$ cat src/rtl/snn_aer_pkg.sv
// Shared types for the post-synaptic spike AER encoder.
// Optional feature macro: SNN_AER_TSTEP_TAG_EN (per-entry timestep tag storage).
package snn_aer_pkg;

  localparam int ADDR_W_DEF = 10;
  localparam int TS_W_DEF   = 8;

  // Serializer states
  // state   | meaning
  // S_EMPTY | no group loaded, waiting for the FIFO to become non-empty
  // S_EMIT  | group loaded, presenting one AER word per set mask bit
  typedef enum logic {
    S_EMPTY = 1'b0,
    S_EMIT  = 1'b1
  } ser_state_t;

  // Group entry layout at default widths: 4-aligned base, spike mask, tag.
  typedef struct packed {
    logic [ADDR_W_DEF-3:0] base;
    logic [3:0]            mask;
`ifdef SNN_AER_TSTEP_TAG_EN
    logic [TS_W_DEF-1:0]   tstep;
`endif
  } grp_entry_t;

  // Index of the lowest set bit; result for an all-zero mask is don't-care.
  function automatic logic [1:0] lsb4(input logic [3:0] m);
    if (m[0])      return 2'd0;
    else if (m[1]) return 2'd1;
    else if (m[2]) return 2'd2;
    else           return 2'd3;
  endfunction

endpackage

$ cat src/rtl/spike_grp_fifo.sv
// Synchronous group FIFO with head-valid read data (head is visible while
// not empty). A push into a full FIFO is accepted only when a pop happens in
// the same cycle. Entries pushed this cycle are never bypassed to the head.
module spike_grp_fifo #(
  parameter int DEPTH = 16,
  parameter int WIDTH = 12
) (
  input  logic                     clk,
  input  logic                     rst,
  input  logic                     clr,
  input  logic                     push,
  input  logic [WIDTH-1:0]         push_data,
  input  logic                     pop,
  output logic [WIDTH-1:0]         head,
  output logic                     full,
  output logic                     empty,
  output logic [$clog2(DEPTH):0]   count
);

  localparam int AW = $clog2(DEPTH);
  localparam int CW = AW + 1;

  logic [WIDTH-1:0] mem [DEPTH];
  logic [AW-1:0]    wr_ptr;
  logic [AW-1:0]    rd_ptr;
  logic             do_push;
  logic             do_pop;

  assign full    = (count == CW'(DEPTH));
  assign empty   = (count == '0);
  assign do_pop  = pop && !empty;
  assign do_push = push && (!full || do_pop);
  assign head    = mem[rd_ptr];

  // Pointer and occupancy tracking; pointers wrap naturally (power-of-two depth).
  always_ff @(posedge clk) begin
    if (rst || clr) begin
      wr_ptr <= '0;
      rd_ptr <= '0;
      count  <= '0;
    end else begin
      if (do_push) wr_ptr <= wr_ptr + AW'(1);
      if (do_pop)  rd_ptr <= rd_ptr + AW'(1);
      case ({do_push, do_pop})
        2'b10:   count <= count + CW'(1);
        2'b01:   count <= count - CW'(1);
        default: ;
      endcase
    end
  end

  // Storage write; contents need no reset since count gates visibility.
  always_ff @(posedge clk) begin
    if (do_push) mem[wr_ptr] <= push_data;
  end

endmodule

$ cat src/rtl/post_spike_aer_encoder.sv
// Buffers non-empty 4-neuron spike groups from the post-synaptic core and
// serializes them into one AER word per spiking neuron (valid/ready).
// Optional feature macro: SNN_AER_TSTEP_TAG_EN -- when defined, the timestep
// is stored per entry and driven on AER_TSTEP; otherwise AER_TSTEP is 0.
module post_spike_aer_encoder
  import snn_aer_pkg::*;
#(
  parameter int FIFO_DEPTH = 16,
  parameter int ADDR_W     = ADDR_W_DEF,
  parameter int TS_W       = TS_W_DEF,
  parameter int CNT_W      = 16
) (
  input  logic              CLK,
  input  logic              RST,
  input  logic              CLR,
  input  logic              EVT_VALID,
  input  logic [3:0]        EVT_SPIKES,
  input  logic [ADDR_W-1:0] EVT_BASE_ADDR,
  input  logic [TS_W-1:0]   TSTEP_IN,
  output logic              AER_VALID,
  input  logic              AER_READY,
  output logic [ADDR_W-1:0] AER_ADDR,
  output logic [TS_W-1:0]   AER_TSTEP,
  output logic              BUSY,
  output logic              OVF,
  output logic [CNT_W-1:0]  DROP_CNT,
  output logic [CNT_W-1:0]  SPK_CNT
);

  localparam int BASE_W = ADDR_W - 2;

  typedef struct packed {
    logic [BASE_W-1:0] base;
    logic [3:0]        mask;
`ifdef SNN_AER_TSTEP_TAG_EN
    logic [TS_W-1:0]   tstep;
`endif
  } entry_t;

  entry_t                    push_entry;
  entry_t                    head;
  logic                      fifo_full;
  logic                      fifo_empty;
  logic [$clog2(FIFO_DEPTH):0] fifo_count;

  ser_state_t                state;
  logic [3:0]                mask;
  logic [BASE_W-1:0]         base;
  logic                      valid_r;
  logic [ADDR_W-1:0]         addr_r;
  logic [3:0]                mask_left;
  logic                      clear;
  logic                      hs;
  logic                      last;
  logic                      pop;
  logic                      push_req;
  logic                      drop;

`ifdef SNN_AER_TSTEP_TAG_EN
  logic [TS_W-1:0]           tstep_r;
  logic                      unused_bits;
  assign unused_bits = ^EVT_BASE_ADDR[1:0];
  assign AER_TSTEP   = tstep_r;
`else
  logic                      unused_bits;
  assign unused_bits = ^{EVT_BASE_ADDR[1:0], TSTEP_IN};
  assign AER_TSTEP   = '0;
`endif

  assign clear     = RST || CLR;
  assign hs        = valid_r && AER_READY;
  // Mask with the bit currently on the bus removed.
  assign mask_left = mask & ~(4'b0001 << addr_r[1:0]);
  assign last      = hs && (mask_left == '0);
  // Load a new group when idle, or back-to-back when the current one finishes.
  assign pop       = !fifo_empty && ((state == S_EMPTY) || last);
  assign push_req  = EVT_VALID && (EVT_SPIKES != '0);
  assign drop      = push_req && fifo_full && !pop;

  assign AER_VALID = valid_r;
  assign AER_ADDR  = addr_r;
  assign BUSY      = (fifo_count != '0) || (state == S_EMIT);

  // Pack the incoming group; address low bits are dropped (4-aligned groups).
  always_comb begin
    push_entry      = '0;
    push_entry.base = EVT_BASE_ADDR[ADDR_W-1:2];
    push_entry.mask = EVT_SPIKES;
`ifdef SNN_AER_TSTEP_TAG_EN
    push_entry.tstep = TSTEP_IN;
`endif
  end

  spike_grp_fifo #(
    .DEPTH (FIFO_DEPTH),
    .WIDTH ($bits(entry_t))
  ) u_fifo (
    .clk       (CLK),
    .rst       (RST),
    .clr       (CLR),
    .push      (push_req),
    .push_data (push_entry),
    .pop       (pop),
    .head      (head),
    .full      (fifo_full),
    .empty     (fifo_empty),
    .count     (fifo_count)
  );

  // Serializer FSM with registered AER outputs.
  always_ff @(posedge CLK) begin
    if (clear) begin
      state   <= S_EMPTY;
      mask    <= '0;
      base    <= '0;
      valid_r <= 1'b0;
      addr_r  <= '0;
`ifdef SNN_AER_TSTEP_TAG_EN
      tstep_r <= '0;
`endif
    end else if (pop) begin
      state   <= S_EMIT;
      mask    <= head.mask;
      base    <= head.base;
      valid_r <= 1'b1;
      addr_r  <= {head.base, lsb4(head.mask)};
`ifdef SNN_AER_TSTEP_TAG_EN
      tstep_r <= head.tstep;
`endif
    end else if (hs && (mask_left != '0)) begin
      mask    <= mask_left;
      addr_r  <= {base, lsb4(mask_left)};
    end else if (hs) begin
      state   <= S_EMPTY;
      mask    <= '0;
      valid_r <= 1'b0;
    end
  end

  // Saturating statistics and sticky overflow flag.
  always_ff @(posedge CLK) begin
    if (clear) begin
      SPK_CNT  <= '0;
      DROP_CNT <= '0;
      OVF      <= 1'b0;
    end else begin
      if (hs && (SPK_CNT != '1)) SPK_CNT <= SPK_CNT + CNT_W'(1);
      if (drop) begin
        OVF <= 1'b1;
        if (DROP_CNT != '1) DROP_CNT <= DROP_CNT + CNT_W'(1);
      end
    end
  end

endmodule

$ cat config.mk
export PLATFORM = sky130hd
export DESIGN_NAME = post_spike_aer_encoder
export DESIGN_NICKNAME = d
export VERILOG_FILES = /design/src/rtl/snn_aer_pkg.sv /design/src/rtl/spike_grp_fifo.sv /design/src/rtl/post_spike_aer_encoder.sv
export SDC_FILE = /design/constraint.sdc
export NUM_CORES = 1
export LEC_CHECK = 0
export ABC_AREA = 1
export ABC_CLOCK_PERIOD_IN_PS = 2130
export CORE_MARGIN = 1
export CORE_UTILIZATION = 53
export CTS_CLUSTER_SIZE = 16
export DETAILED_ROUTE_END_ITERATION = 10
export HOLD_SLACK_MARGIN = 0.15
export PLACE_DENSITY = 0.77
export SLEW_MARGIN = 30
export SYNTH_ARGS = -nofsm -noshare
export SYNTH_HDL_FRONTEND = slang
export SYNTH_SLANG_ARGS = --single-unit
export TNS_END_PERCENT = 10
$ cat constraint.sdc
create_clock -name CLK -period 2.13 [get_ports CLK]
set_input_delay 0.3195 -clock CLK [delete_from_list [all_inputs] [get_ports CLK]]
set_output_delay 0.3195 -clock CLK [all_outputs]
set_load 0.02 [all_outputs]
==> results.ini, run 1 <==
[clocking]
insertion_delay_ns = 0.54
cts.path.max_buffers = 3
cts_max_level = 1
cts_made_buffers = 27
clock-sinks = 265
tritoncts = built
clk_pin_slew_worst_paths_ns = 0.07
cts-root-buf = clkbuf_16

[grt]
grt_pass1_wl_um = 41000
grt_max_degree = 57
grt_pass1_vias = 8049
antenna_found_initial = 0
gr-total-overflow = 0
grt_use_total = 0.239

[sta]
tns_ns = 0
hold_viol = 0
skew_ns = 0.0143
finalSetupViolations = 0
period_share = 0.986
worstMarginPinSlew_ns = 0.708
timing.fmax_mhz = 476
period_minus_slack_ns = 2.10
rsz0062_at_grt = yes
slew_violations = 0
slew_headroom = 0.526

[synthesis]
synthMuxAreaShare = 0
synthAdderAreaFrac = 0.0127
synth-edff-count = 192
synthDominantCellAreaShare = 0.506
syn_avg_cell_area_um2 = 10.2
ys_top_cells_by_area = edfxtp_1 (51%), dfxtp_1 (13%), nor2_1 (6.7%)
ys.flop_type = edfxtp_1
netlist_area_um2 = 11400
synth_warnings = 0
synth-seq-area-share = 0.634
synth_top_family_by_area = simple AND/OR/NAND/NOR gates
synth_compound_area_frac = 0.114
async_flop_share = 0
ys_ff_latch = 265
synth-xor-area-share = 0.0115
syn_inst = 1117
yosys.area_share.simple = 0.171
synth.distinct_cells = 45
synth_top_area_cell = edfxtp_1

[setup_path]
startpoint = AER_ADDR[1]
critPathLaunchType = flip-flop
cp.required_ns = 2.56
criticalPathCategory = flip-flop to flip-flop
cp.arrival_ns = 2.54
regToRegStartpoint = AER_ADDR[1]
crit_slowest_cell = dfxtp_4
crit_top_cell = nand2_2
critPathMaxStageDelay_ns = 0.37
cp_max_fo = 6
crit_path_end_kind = flip-flop
crit_chain = o21ai_4 > nand2_2 > nor2_2 > nand2_2 > nand2_2 > nand3_2 > inv_2 > ha_4 > a21o_1 > a31oi_4 > inv_1 > nand2_2 > nand3_2 > nand2_1 > nor2_1

[worst_hold_path]
hp-start = OVF
hold_path.class = flip-flop to flip-flop

[cells_and_area]
area_delta_synth_final_pct = 20.4
layout-drive-gt1-share = 0.147
layout.nets = 1276
area.sequential_um2 = 7240
n_antenna_cell = 0
fillCellCount = 1591
final_cells = 1534
multi_input_comb_area_um2 = 3650

[pwr]
p_switching_mw = 4.54
pwr-share-clk = 0.320
p_leak_nw = 4.99
power.total_mw = 14.5
powerDensity_nw_per_um2 = 1060
p_seq_frac = 0.407
intPower_mw = 9.95
ir_drop_mv = 0.730
swShare = 0.313
comb_power_share = 0.274

[routing]
drt_iter0_drc = 639
dr.pass1.iters = 5
drc = 0
wl_met2_um = 12300
drtAntennaViolNets = 0
avgRoutedWirePerCell_um = 17.0
top_layer_used = met4
drt-total-wl_um = 26000
m1WireLength_um = 11000
via_per_inst = 5.54
route.met3.wl_um = 2080
num_vias = 8494

[run]
drv_cap = 0

[die]
fp.dieW_um = 149
core_area_um2 = 21000
std_cell_rows = 53
fp.dieArea_um2 = 22100
start_util = 0.542
fp.dieH_um = 149
pin_count = 80

[placement]
io_buffers = 61
place.gp.congestion = 0.886
dp_hpwl_um = 17000
dpl.cell_count = 1480

[status]
run_status = complete, no violations

cells by family after synthesis:
logic type,Yosys count
simple gates,453
flops,265
compound gates,227
buf+inv,145
xor+xnor,15
fa+ha+maj,11
other cells,1
critical path, delay by kind of cell, from the launching register on:
kind / cells / cell delay [ns]
compound gates: 3 / 0.53
fa+ha+maj: 1 / 0.20
flops: 1 / 0.37
simple gates: 9 / 0.69
buf+inv: 2 / 0.19
registers in the layout, summed over array words and instances, names as in the netlist, named ones only:
register	flops
mask	4
base	8
u_fifo.wr_ptr	4
AER_ADDR	10
u_fifo.mem	192
u_fifo.rd_ptr	4
DROP_CNT	16
AER_VALID	1
u_fifo.count	5
OVF	1
SPK_CNT	16
synthesized netlist by cell type (all sizes together) (2+ instances only):
| cell type | number |
|---|---|
| a21oi | 45 |
| a31oi | 4 |
| buf | 31 |
| clkbuf | 29 |
| dfxtp | 73 |
| edfxtp | 192 |
| ha | 10 |
| inv | 84 |
| nand2 | 137 |
| nand3 | 81 |
| nand4 | 8 |
| nor2 | 204 |
| nor3 | 17 |
| nor4 | 2 |
| o211ai | 40 |
| o21a | 3 |
| o21ai | 131 |
| o22ai | 2 |
| or2 | 2 |
| xnor2 | 3 |
| xor2 | 12 |
metrics by stage:
stage	worst slack, ns	util	instance area, um2	hold WS (ns)
after CTS	-0.0141	0.647	13600	0.470
final	0.0289	0.653	13700	0.462
after floorplan	-0.126	-	11400	0.418
after global routing	-0.101	0.653	13700	0.488
after global placement	-0.304	0.605	12700	0.449
after detailed placement	-0.341	0.605	12700	0.455
placed cells by master, fill, tap and decap left out, types with 6 or more instances in the layout:
master and n:
clkinv_1 6, clkbuf_16 27, xor2_1 12, nand3_1 75
clkbuf_1 6, o21ai_0 125, nand2_1 118, clkdlybuf4s50_1 60
dfxtp_1 69, nor2_1 199, o211ai_1 40, a21oi_1 38
inv_2 8, nor3_1 15, conb_1 8, nand4_1 7
buf_4 79, nand2_2 18, ha_1 8, edfxtp_1 192
a21oi_2 7, inv_1 76
path summary, 6_finish.rpt:
| check | depth (start not counted) | slack (ns) | to |
|---|---|---|---|
| setup / recovery | 15 | 0.03 | u_fifo.count[4] |
| hold / removal | 1 | 0.46 | OVF |
| setup reg to reg | 15 | 0.03 | u_fifo.count[4] |
| hold reg to reg | 1 | 0.46 | OVF |
power groups by stage:
| stage | Combinational [mW] | Sequential [mW] | Clock [mW] |
|---|---|---|---|
| CTS | 3.77 | 5.87 | 4.69 |
| finish | 3.96 | 5.89 | 4.63 |
| floorplan | 2.40 | 6.01 | 0 |
| global route | 4.38 | 5.91 | 4.89 |
| detailed placement | 3.74 | 5.98 | 0 |
| global placement | 3.67 | 5.97 | 0 |
layer usage:
layer / track usage / vias to the layer above
met2: 0.395 / 356
li1: - / 4084
met3: 0.0374 / 45
met4: 0.0686 / 0
met5: 0 / -
met1: 0.326 / 4009
timing repair:
action	CTS	global route
hold buffers	0	0
gates cloned	0	0
endpoints found under the setup margin	4	68
buffers inserted	0	4
resized for setup	5	28
pin swaps	0	10
layout make-up:
class / count / area share
Clock inverter: 15 / 0.0107
Inverter: 85 / 0.0236
Sequential cell: 265 / 0.527
Clock buffer: 35 / 0.0529
Tap cell: 275 / 0.0251
Timing Repair Buffer: 145 / 0.0940
Multi-Input combinational cell: 714 / 0.266
(Power assumes the default switching activity.)
==> run 2, diff against run 1 <==
- CAP_MARGIN: unset -> 10
==> results of run 2 <==
Same layout as run 1: the final DEF is identical, and so are final timing and power.
==> run 3, diff against run 2 <==
- ABC_CLOCK_PERIOD_IN_PS: 2130 -> 2500
- CAP_MARGIN: 10 -> unset
- CORE_UTILIZATION: 53 -> 55
- PLACE_DENSITY: 0.77 -> 0.73
- clock period: 2.13 -> 2.5 ns (I/O delays scaled with it)
==> run 3 against run 2 <==
  * Sequential share of layout area is 1.2 points higher
  * Design area is 2.4% lower
  * Total power down 18%
  * Count of clock-buffer cells in the layout rose by 9
  * Sequential power fell by 15%
  * Highest routed layer unchanged
==> results.ini, run 3 (synthesis gave the netlist of run 1 again) <==
[setup_path]
crit_family = buffers and inverters
cp.arrival_ns = 1.86
critPathBufInv = 3
critPathMaxStageDelay_ns = 0.62
cp.required_ns = 2.12
regToRegStartpoint = AER_ADDR[1]
criticalPathCategory = flip-flop to output port
reg2reg_to = u_fifo.mem[13][10]
critPathLaunchType = flip-flop
ff2ff_path_depth = 10
r2r_slack_ns = 0.28
crit_slowest_cell = clkdlybuf4s50_1
crit_path_end_kind = output port
crit_chain = inv_1 > nand3_1 > inv_1 > nand3_1 > clkdlybuf4s50_1
cp_max_fo = 4

[routing]
drt_iter0_drc = 796
num_vias = 8353
avgRoutedWirePerCell_um = 17.6
via_per_inst = 5.56
drc = 0
drt-total-wl_um = 26400
dr.pass1.iters = 5
drtAntennaViolNets = 0

[cells_and_area]
largest_registers = u_fifo.mem x192, DROP_CNT x16, SPK_CNT x16
multi_input_comb_area_um2 = 3560
largest_reg_flops = 192
final_common_cell = nor2_1
layout.nets = 1247
finish.utilization = 0.660
fillCellCount = 1571
layout_common_cells = nor2_1 (199), edfxtp_1 (192), nand2_1 (126)
n_antenna_cell = 0
area_delta_synth_final_pct = 17.5
layout-drive-gt1-share = 0.106
regMostFlops = u_fifo.mem
area.sequential_um2 = 7230

[worst_hold_path]
hp-start = OVF
min_to = OVF
hold_path_depth = 1
hold_path.class = flip-flop to flip-flop

[pwr]
comb_power_share = 0.256
powerDensity_nw_per_um2 = 883
swShare = 0.317
pwr-share-clk = 0.322
ir_drop_mv = 0.651
p_seq_frac = 0.422
intPower_mw = 8.08
p_switching_mw = 3.75
p_leak_nw = 4.81

[clocking]
hold_buffers = 0
insertion_delay_ns = 0.53
cts.path.max_buffers = 3
tritoncts = built
cts_max_level = 1
cts-root-buf = clkbuf_16
cts_made_buffers = 28
clk_pin_slew_worst_paths_ns = 0.06
clock-sinks = 265

[die]
fp.dieW_um = 146
start_util = 0.561
core_area_um2 = 20300
std_cell_rows = 52
fp.dieArea_um2 = 21300
fp.dieH_um = 146
pin_count = 80

[sta]
finalWorstSetupSlack_ns = 0.267
period_share = 0.893
rsz0062_at_grt = no
hold_viol = 0
period_minus_slack_ns = 2.23
slew_headroom = 0.532
timing.fmax_mhz = 448
worstMarginPinSlew_ns = 0.700
finalSetupViolations = 0
slew_violations = 0
skew_ns = 0.0171

[status]
run_status = complete, no violations

[placement]
io_buffers = 61
place.gp.congestion = 0.933
dp_hpwl_um = 16800
dpl_worst_slack_ns = -0.226

[grt]
grt_pass1_vias = 7921
gr-total-overflow = 0
grt_pass1_wl_um = 42200
grt_use_total = 0.252
grt_max_degree = 100
antenna_found_initial = 0

[run]
drv_cap = 0

==> run 3: changes by cell type in the layout (fill, tap and decap cells not counted), sizes merged <==
cell / change
buf: -30
bufinv: -3
clkbuf: +8
clkdlybuf4s50: +1
clkinv: -4
clkinvlp: +1
inv: -1
==> run 3: power by group through the flow <==
stage	sequential [mW]	combinational, mW	clock [mW]
floorplan	5.12	2.04	0
global placement	5.08	2.95	0
detailed placement	5.08	3.02	0
CTS	4.99	3.04	3.85
global route	5.01	3.40	4.04
finish	4.99	3.03	3.81
==> run 3: cell type report <==
type,count,share of cell area
Multi-Input combinational cell,714,0.266
Clock buffer,44,0.0599
Inverter,85,0.0242
Clock inverter,8,0.00290
Sequential cell,265,0.540
Tap cell,270,0.0252
Timing Repair Buffer,115,0.0824
==> run 3: worst max-delay path by stage <==
stage | start | cells after the start | end | slack (ns)
4_1_cts | u_fifo.count[1] | 5 | BUSY | 0.23
5_1_grt | AER_ADDR[1] | 16 | u_fifo.count[4] | 0.08
2_1_floorplan | AER_ADDR[0] | 10 | u_fifo.mem[12][0] | 0.24
6_report | u_fifo.count[1] | 5 | BUSY | 0.27
3_5_place_dp | EVT_SPIKES[2] | 9 | u_fifo.mem[4][9] | -0.23
3_3_place_gp | EVT_SPIKES[0] | 9 | u_fifo.mem[13][10] | -0.19
==> run 3: stage by stage <==
| step | cells | area (um2) | power, mW | TNS [ns] | hold WS, ns |
|---|---|---|---|---|---|
| final | 1501 | 13400 | 11.8 | 0 | 0.471 |
| after detailed placement | 1449 | 12600 | 8.10 | -2.79 | 0.462 |
| after global routing | 1501 | 13400 | 12.5 | 0 | 0.485 |
| after CTS | 1501 | 13400 | 11.9 | 0 | 0.474 |
| after floorplan | 1124 | 11400 | 7.17 | 0 | 0.447 |
| after global placement | 1449 | 12500 | 8.03 | -4.17 | 0.451 |
==> run 3: timing repair <==
action	in CTS	in global routing
resized for setup	1	0
setup buffers	0	0
endpoints found under the setup margin	12	0
==> run 3: metal layers <==
| metal | vias up | global-route usage | share of wire |
|---|---|---|---|
| li1 | 4035 | - | - |
| met1 | 3957 | 0.346 | 0.43 |
| met2 | 313 | 0.412 | 0.48 |
| met3 | 48 | 0.0436 | 0.068 |
| met4 | 0 | 0.0779 | 0.023 |
| met5 | - | 0 | 0 |
